`src/rtl/grid_bulk_loader.sv`:
```
`default_nettype none
// ============================================================================
// Module      : grid_bulk_loader
// Description : Receives framed bytes from a serial RX stream and writes the
//               payload into memory as little-endian words.
//               Frame: 0xA5, LEN_LO, LEN_HI (word count N), N*BYTES data
//               bytes, one XOR checksum byte covering the data bytes only.
// Ports       : clk, rst_n           - clock, async active-low reset
//               in_valid/in_data     - upstream byte stream
//               in_ready             - byte accepted when valid && ready
//               abort                - synchronous frame abort
//               mem_addr/mem_w_data  - memory write address / data
//               mem_we               - one-cycle write strobe per word
//               busy                 - a frame is in progress
//               done / err           - one-cycle frame result pulses
// Revision    : 1.0 - initial release
// ============================================================================
module grid_bulk_loader #(
  parameter int ADDR_WIDTH = 16,
  parameter int DATA_WIDTH = 32
) (
  input  logic                  clk,
  input  logic                  rst_n,
  input  logic                  in_valid,
  input  logic [7:0]            in_data,
  output logic                  in_ready,
  input  logic                  abort,
  output logic [ADDR_WIDTH-1:0] mem_addr,
  output logic [DATA_WIDTH-1:0] mem_w_data,
  output logic                  mem_we,
  output logic                  busy,
  output logic                  done,
  output logic                  err
);

  localparam int             BYTES     = DATA_WIDTH / 8;
  localparam int             BCW       = (BYTES > 1) ? $clog2(BYTES) : 1;
  localparam logic [BCW-1:0] LAST_BYTE = BCW'(BYTES - 1);
  localparam logic [7:0]     SYNC_BYTE = 8'hA5;

  typedef enum logic [2:0] {
    S_IDLE   = 3'd0,
    S_LEN_LO = 3'd1,
    S_LEN_HI = 3'd2,
    S_DATA   = 3'd3,
    S_WRITE  = 3'd4,
    S_CSUM   = 3'd5
  } state_t;

  state_t                  state;
  state_t                  state_next;
  logic [15:0]             len;
  logic [15:0]             word_idx;
  logic [16:0]             word_idx_inc;
  logic [BCW-1:0]          byte_cnt;
  logic [DATA_WIDTH-1:0]   assembly;
  logic [DATA_WIDTH-1:0]   word_full;
  logic [7:0]              csum;
  logic                    accept;

  assign accept       = in_valid && in_ready;
  // One extra bit so that N = 0xFFFF still compares correctly.
  assign word_idx_inc = {1'b0, word_idx} + 17'd1;

  // Current partial word with the incoming byte merged into its lane.
  always_comb begin
    word_full = assembly;
    word_full[int'(byte_cnt) * 8 +: 8] = in_data;
  end

  // Next-state and output decode.
  always_comb begin
    state_next = state;
    in_ready   = (state != S_WRITE);
    mem_we     = (state == S_WRITE) && !abort;
    busy       = (state != S_IDLE);
    unique case (state)
      S_IDLE: begin
        if (accept && (in_data == SYNC_BYTE)) state_next = S_LEN_LO;
      end
      S_LEN_LO: begin
        if (accept) state_next = S_LEN_HI;
      end
      S_LEN_HI: begin
        if (accept) state_next = ({in_data, len[7:0]} == 16'd0) ? S_CSUM : S_DATA;
      end
      S_DATA: begin
        if (accept && (byte_cnt == LAST_BYTE)) state_next = S_WRITE;
      end
      S_WRITE: begin
        state_next = (word_idx_inc < {1'b0, len}) ? S_DATA : S_CSUM;
      end
      S_CSUM: begin
        if (accept) state_next = S_IDLE;
      end
      default: state_next = S_IDLE;
    endcase
    if (abort) state_next = S_IDLE;
  end

  // State register and datapath.
  always_ff @(posedge clk or negedge rst_n) begin
    if (!rst_n) begin
      state      <= S_IDLE;
      len        <= '0;
      word_idx   <= '0;
      byte_cnt   <= '0;
      assembly   <= '0;
      csum       <= '0;
      mem_addr   <= '0;
      mem_w_data <= '0;
      done       <= 1'b0;
      err        <= 1'b0;
    end else begin
      state <= state_next;
      done  <= 1'b0;
      err   <= 1'b0;
      // An aborted cycle discards its byte and leaves the datapath untouched.
      if (!abort) begin
        unique case (state)
          S_IDLE: begin
            if (accept && (in_data == SYNC_BYTE)) begin
              csum     <= '0;
              word_idx <= '0;
              byte_cnt <= '0;
            end
          end
          S_LEN_LO: begin
            if (accept) len[7:0] <= in_data;
          end
          S_LEN_HI: begin
            if (accept) len[15:8] <= in_data;
          end
          S_DATA: begin
            if (accept) begin
              csum     <= csum ^ in_data;
              assembly <= word_full;
              if (byte_cnt == LAST_BYTE) begin
                // Load the write port on entry to WRITE; it then holds
                // until the next word completes.
                byte_cnt   <= '0;
                mem_w_data <= word_full;
                mem_addr   <= word_idx[ADDR_WIDTH-1:0];
              end else begin
                byte_cnt <= byte_cnt + BCW'(1);
              end
            end
          end
          S_WRITE: begin
            word_idx <= word_idx_inc[15:0];
          end
          S_CSUM: begin
            if (accept) begin
              done <= (in_data == csum);
              err  <= (in_data != csum);
            end
          end
          default: ;
        endcase
      end
    end
  end

endmodule
`default_nettype wire

```
`config.mk`:
```
export PLATFORM = sky130hd
export DESIGN_NAME = grid_bulk_loader
export DESIGN_NICKNAME = d
export VERILOG_FILES = /design/src/rtl/grid_bulk_loader.sv
export SDC_FILE = /design/constraint.sdc
export NUM_CORES = 1
export LEC_CHECK = 0
export ABC_AREA = 1
export CAP_MARGIN = 20
export CORE_MARGIN = 2
export CORE_UTILIZATION = 34
export CTS_BUF_LIST = sky130_fd_sc_hd__clkbuf_2
export CTS_CLUSTER_DIAMETER = 40
export DETAILED_ROUTE_END_ITERATION = 12
export GPL_TIMING_DRIVEN = 0
export MAX_ROUTING_LAYER = met4
export PLACE_DENSITY_LB_ADDON = 0.2
export SLEW_MARGIN = 10
export SYNTH_ARGS = -nofsm -noshare
export SYNTH_HDL_FRONTEND = slang
export SYNTH_SLANG_ARGS = --single-unit
```
`constraint.sdc`:
```
create_clock -name clk -period 3.4 [get_ports clk]
set_input_delay 0.68 -clock clk [delete_from_list [all_inputs] [get_ports clk]]
set_output_delay 0.68 -clock clk [all_outputs]
set_load 0.005 [all_outputs]
```
# == Word level (Yosys, flattened, before mapping) ==
# Index checks and enable logic that the tools add are counted.
# totals
word_cells,78
register_bits,127
out_inout_bits,53
input_bits,12
# classes
shift,2
n_reduce_logical,17
muxes,25
addsub,3
bitwise,2
n_lt_le_gt_ge,1
eq_ne,17
# op_table
cell,n
$neg 5->33,1
$shift 8x33->32 const A,1
$shiftx 8x33->32,1
$bwmux 32,1
$pmux 16 s2,1
$mux 3,8
$ne 3x3->1 const B,6
$pmux 3 s6,1
$add 16x1->17 const B,1
$lt 17x16->1,1
$logic_not 16->1,1
$mux 16,1
$mux 8,2
$pmux 8 s2,1
$reduce_and 3->1,4
$eq 8x8->1,1
$eq 8x8->1 const B,1
$ne 8x8->1,1
$reduce_and 4->1,2
$xor 8x8->8,1
$eq 3x2->1 const B,2
$eq 3x3->1 const B,2
$mux 1,6
$mux 2,3
other kinds (12),17

# == Depth between registers and ports, before layout ==
# depth
depth_word,6
depth_mapped,19
mapped_depth_nobuf,19

# == Least setup slack after synthesis ==
# Ideal clock, no wire load.
# synth_timing
path_kind,register to register
startpoint,register word_idx[0]
endpoint,register state[2]
period_less_slack_ns,2.320
t_arrival_ns,2.198
slack_ns,1.080
setup_ns,0.122
required_ns,3.278
stages_incl_launch_ff,19
path_cell_list,dfrtp_1 ha_1 nand2_1 nor2_1 nand2_1 inv_1 nand4_1 xor2_1 inv_1 ha_1 a21o_1 nor2_1 nor2_1 nor2_1 nand2_1 nand2_1 nand2_1 nand2_1 nand2_1
# synth_between
elab_chain_cells,5
# synth_rtl
item,line,source
from (decl),53,logic [15:0] word_idx;
from (signal assigned),150,word_idx <= word_idx_inc[15:0];
$add 16x1->17,63,"assign word_idx_inc = {1'b0, word_idx} + 17'd1;"
$lt 17x16->1,91,"state_next = (word_idx_inc < {1'b0, len}) ? S_DATA : S_CSUM;"
$mux 3,91,
$pmux 3 s6,77,unique case (state)
$mux 3,98,if (abort) state_next = S_IDLE;
to (signal assigned),115,state <= state_next;
to (decl),50,state_t state;
# Every way passes these cells.
# A chain may end at the register's enable or synchronous reset.

# == Worst setup path after layout ==
# layout_timing
startpoint,register state[0]
endpoint,output mem_we
# layout_between
elab_chain_cells,2
# layout_rtl
item,line,source
$eq 3x3->1,75,mem_we = (state == S_WRITE) && !abort;
$logic_and 1x1->1,75,
to (decl),30,"output logic mem_we,"
# Every way passes these cells.

==> run_results.csv <==
group,metric,value,unit
synth,avgSynthCellArea,8.20,µm²
grt,grt_pass1_vias,5149,
setup_path,criticalPathCategory,"flip-flop to output pin",
setup_path,max_stage_delay,0.57,ns
synth,yosys_warnings,0,
routing,drc,0,
synth,ys_ff_latch,127,
setup_path,critical_path_arrival,2.46,ns
setup_path,reg2reg_depth,18,
timing,finalSetupViolations,0,
synth,synth-seq-area-share,50.1,%
finish,nFillCells,1868,
timing,max-slew-margin-rel,60.6,%
timing,whs,0.492,ns
floorplanning,fp.coreArea,18100,µm²
placed_design,placed_cell_area,7300,µm²
setup_path,crit_required,2.72,ns
setup_path,cp_slowest_cell,"clkdlybuf4s50_1",
run_status,run_status,"finished, final reports clean",
synth,syn-instance-count,773,
finish,area_delta_synth_final,20.4,%
routing,ant_nets,0,
timing,clock.fmax,319,MHz
placed_design,portBuffers,64,
routing,firstDrtPassIters,6,
job,drv_cap,0,
setup_path,r2r_setup_slack,0.63,ns
placed_design,place_congestion,0.850,
floorplanning,initial_core_util,34.9,%
timing,worst_pin_slew,0.591,ns
finish,fin_nets,892,
cts,cts-root-buf,"clkbuf_2",
setup_path,critical_path.startpoint_type,"flip-flop",
routing,wl_met1,7490,µm
cts,clock_path_buffers,2,
synth,ys_types,30,
placed_design,dp_hpwl,11200,µm
floorplanning,die_area,19800,µm²
synth,syn-num-nets,807,
timing,period_minus_slack,3.14,ns
routing,wl_met3,583,µm
finish,diodes,0,
routing,top_layer_used,"met4",
cts,clk-insertion-delay-late,0.71,ns
finish,final_cell_mix,"237 x nand2_1, 127 x dfrtp_1, 107 x inv_1, 79 x o21ai_0, 63 x clkdlybuf4s50_1",
timing,finalHoldViolCount,0,
setup_path,end_kind,"output pin",
routing,drtIter0Drc,286,
grt,overflow,0,
power,peakVddDrop,0.273,mV
finish,layout.cells.most_common,"nand2_1",
cts,cts_buffers,17,
power,powerDensity,423,nW/µm²
setup_path,worstPathCellList,"nor2_1 -> inv_2 -> nor2_4 -> inv_2 -> nor2_4 -> clkdlybuf4s50_1",
floorplanning,num_rows,49,
finish,final_core_util,42.1,%
cts,clk_pin_slew,0.21,ns
timing,rsz0062_at_grt,"no",
cts,htreeDepth,4,
synth,syn_area,6340,µm²
grt,grt_pass1_wl,26800,µm
timing,fin_skew,0.0295,ns
routing,routedWlPerCell,14.2,µm
finish,drive_above_1_share,7.58,%
floorplanning,die_w,141,µm
power,p_leak,0.00380,µW
routing,routed-via-count,5202,
timing,slew_violations,0,
routing,wl_met2,7450,µm
routing,viasPerCell,4.73,
grt,grt_usage,17.5,%
setup_path,cp_max_fo,7,
floorplanning,die-height,141,µm
setup_path,r2r_end,"state[2]$_DFFE_PN0P_",
routing,routed_wirelength,15700,µm
cts,cts_sinks,127,
timing,period_share,92.3,%
grt,antenna_found_initial,0,
grt,grt_max_degree,68,
finish,fin_area,7630,µm²
cts,cts_tree,"built",
min_path,hp-class,"primary input to async pin",
floorplanning,io_pins,65,
cts,post_cts.repair.setup_buffers,0,
setup_path,r2r-start,"word_idx[0]$_DFFE_PN0P_",
[critical path, delay by kind of cell, from the launching register on]
kind	cells	cell delay [ns]
buffers and inverters	3	0.72
AND/OR/NAND/NOR	3	0.55
flip-flops	1	0.51
[cell type report]
type,instances,area [µm²],area share [%]
Tap cell,229,287,3.75
Sequential cell,127,3180,41.6
Clock inverter,15,243,3.18
Buffer,29,193,2.52
Timing Repair Buffer,66,679,8.90
Clock buffer,17,85.1,1.11
Inverter,115,439,5.75
Multi-Input combinational cell,502,2530,33.2
[cell families after synthesis]
logic type | after synthesis | share of synthesized area [%]
flip-flops | 127 | 50.1
AO/OA/AOI/OAI | 135 | 11.9
AND/OR/NAND/NOR | 329 | 21.5
adder cells (fa/ha/maj) | 22 | 4.34
buffers and inverters | 144 | 9.96
XOR/XNOR | 16 | 2.21
[report_power, final]
group          leakage, µW  internal [µW]  total, µW  switching [µW]
Sequential         0.00155           1560       1600            38.6
Clock             0.000179            628       1250             618
Combinational      0.00207            135        382             247
[per-layer routing]
layer | vias to the layer above | global-route usage, %
li1 | 2661 | -
met1 | 2434 | 22.8
met2 | 92 | 28.1
met3 | 15 | 4.27
met4 | 0 | 3.26
met5 | - | -
[how the worst max path moves through the flow]
stage                            startpoint                         end  slack, ns
floorplan           word_idx[0]$_DFFE_PN0P_        state[2]$_DFFE_PN0P_       1.08
global placement                      rst_n  mem_w_data[28]$_DFFE_PN0P_      -3.72
detailed placement                    abort                      mem_we       0.66
CTS                    state[0]$_DFFE_PN0P_                      mem_we       0.18
global route           state[0]$_DFFE_PN0P_                      mem_we      0.006
finish                 state[0]$_DFFE_PN0P_                      mem_we       0.26
[synthesized netlist by cell type]
| library cell | number | area [µm²] |
|---|---|---|
| o21ai_1 | 9 | 45.0 |
| nand2_4 | 1 | 11.3 |
| nand2_2 | 3 | 18.8 |
| nor2_1 | 33 | 124 |
| clkinv_4 | 1 | 8.76 |
| a21oi_1 | 7 | 35.0 |
| nand2_1 | 237 | 890 |
| nor4_1 | 2 | 12.5 |
| o21ai_0 | 79 | 395 |
| nand4_1 | 18 | 113 |
| nor2_4 | 3 | 33.8 |
| a21o_1 | 2 | 15.0 |
| buf_2 | 7 | 35.0 |
| buf_1 | 4 | 15.0 |
| o32ai_1 | 8 | 70.1 |
| inv_4 | 1 | 6.26 |
| inv_1 | 107 | 402 |
| o31ai_1 | 2 | 15.0 |
| clkbuf_1 | 6 | 22.5 |
| xnor2_1 | 2 | 17.5 |
| ha_1 | 22 | 275 |
| inv_2 | 6 | 22.5 |
| buf_6 | 8 | 90.1 |
| dfrtp_1 | 127 | 3180 |
| nor3_1 | 5 | 25.0 |
| xor2_1 | 14 | 123 |
| o22ai_1 | 27 | 169 |
| o2111ai_1 | 1 | 8.76 |
| nand3_1 | 27 | 135 |
| buf_4 | 4 | 30.0 |
[flip-flops by register name, indices dropped and copies added (netlist names), 2 cells and up]
name and flops:
byte_cnt 2, mem_addr 16, csum 8, mem_w_data 32, state 3, word_idx 16, len 16, assembly 32
[repair_timing]
| action | CTS | global route |
|---|---|---|
| setup endpoints to repair | 0 | 0 |
| hold buffers | 1 | 0 |
| endpoints found under the hold margin | 60 | 0 |
| resized for setup | 0 | 0 |
[through the flow]
step | power, µW | setup WS, ns | std cells | setup TNS [ns]
after global placement | 2010 | -3.72 | 1066 | -470.76
after floorplan | 1870 | 1.08 | 773 | 0
after global routing | 3400 | 0.00617 | 1100 | 0
final | 3230 | 0.261 | 1100 | 0
after CTS | 3270 | 0.182 | 1100 | 0
after detailed placement | 2020 | 0.656 | 1067 | 0
No activity file was read; power rests on OpenSTA's default activity.
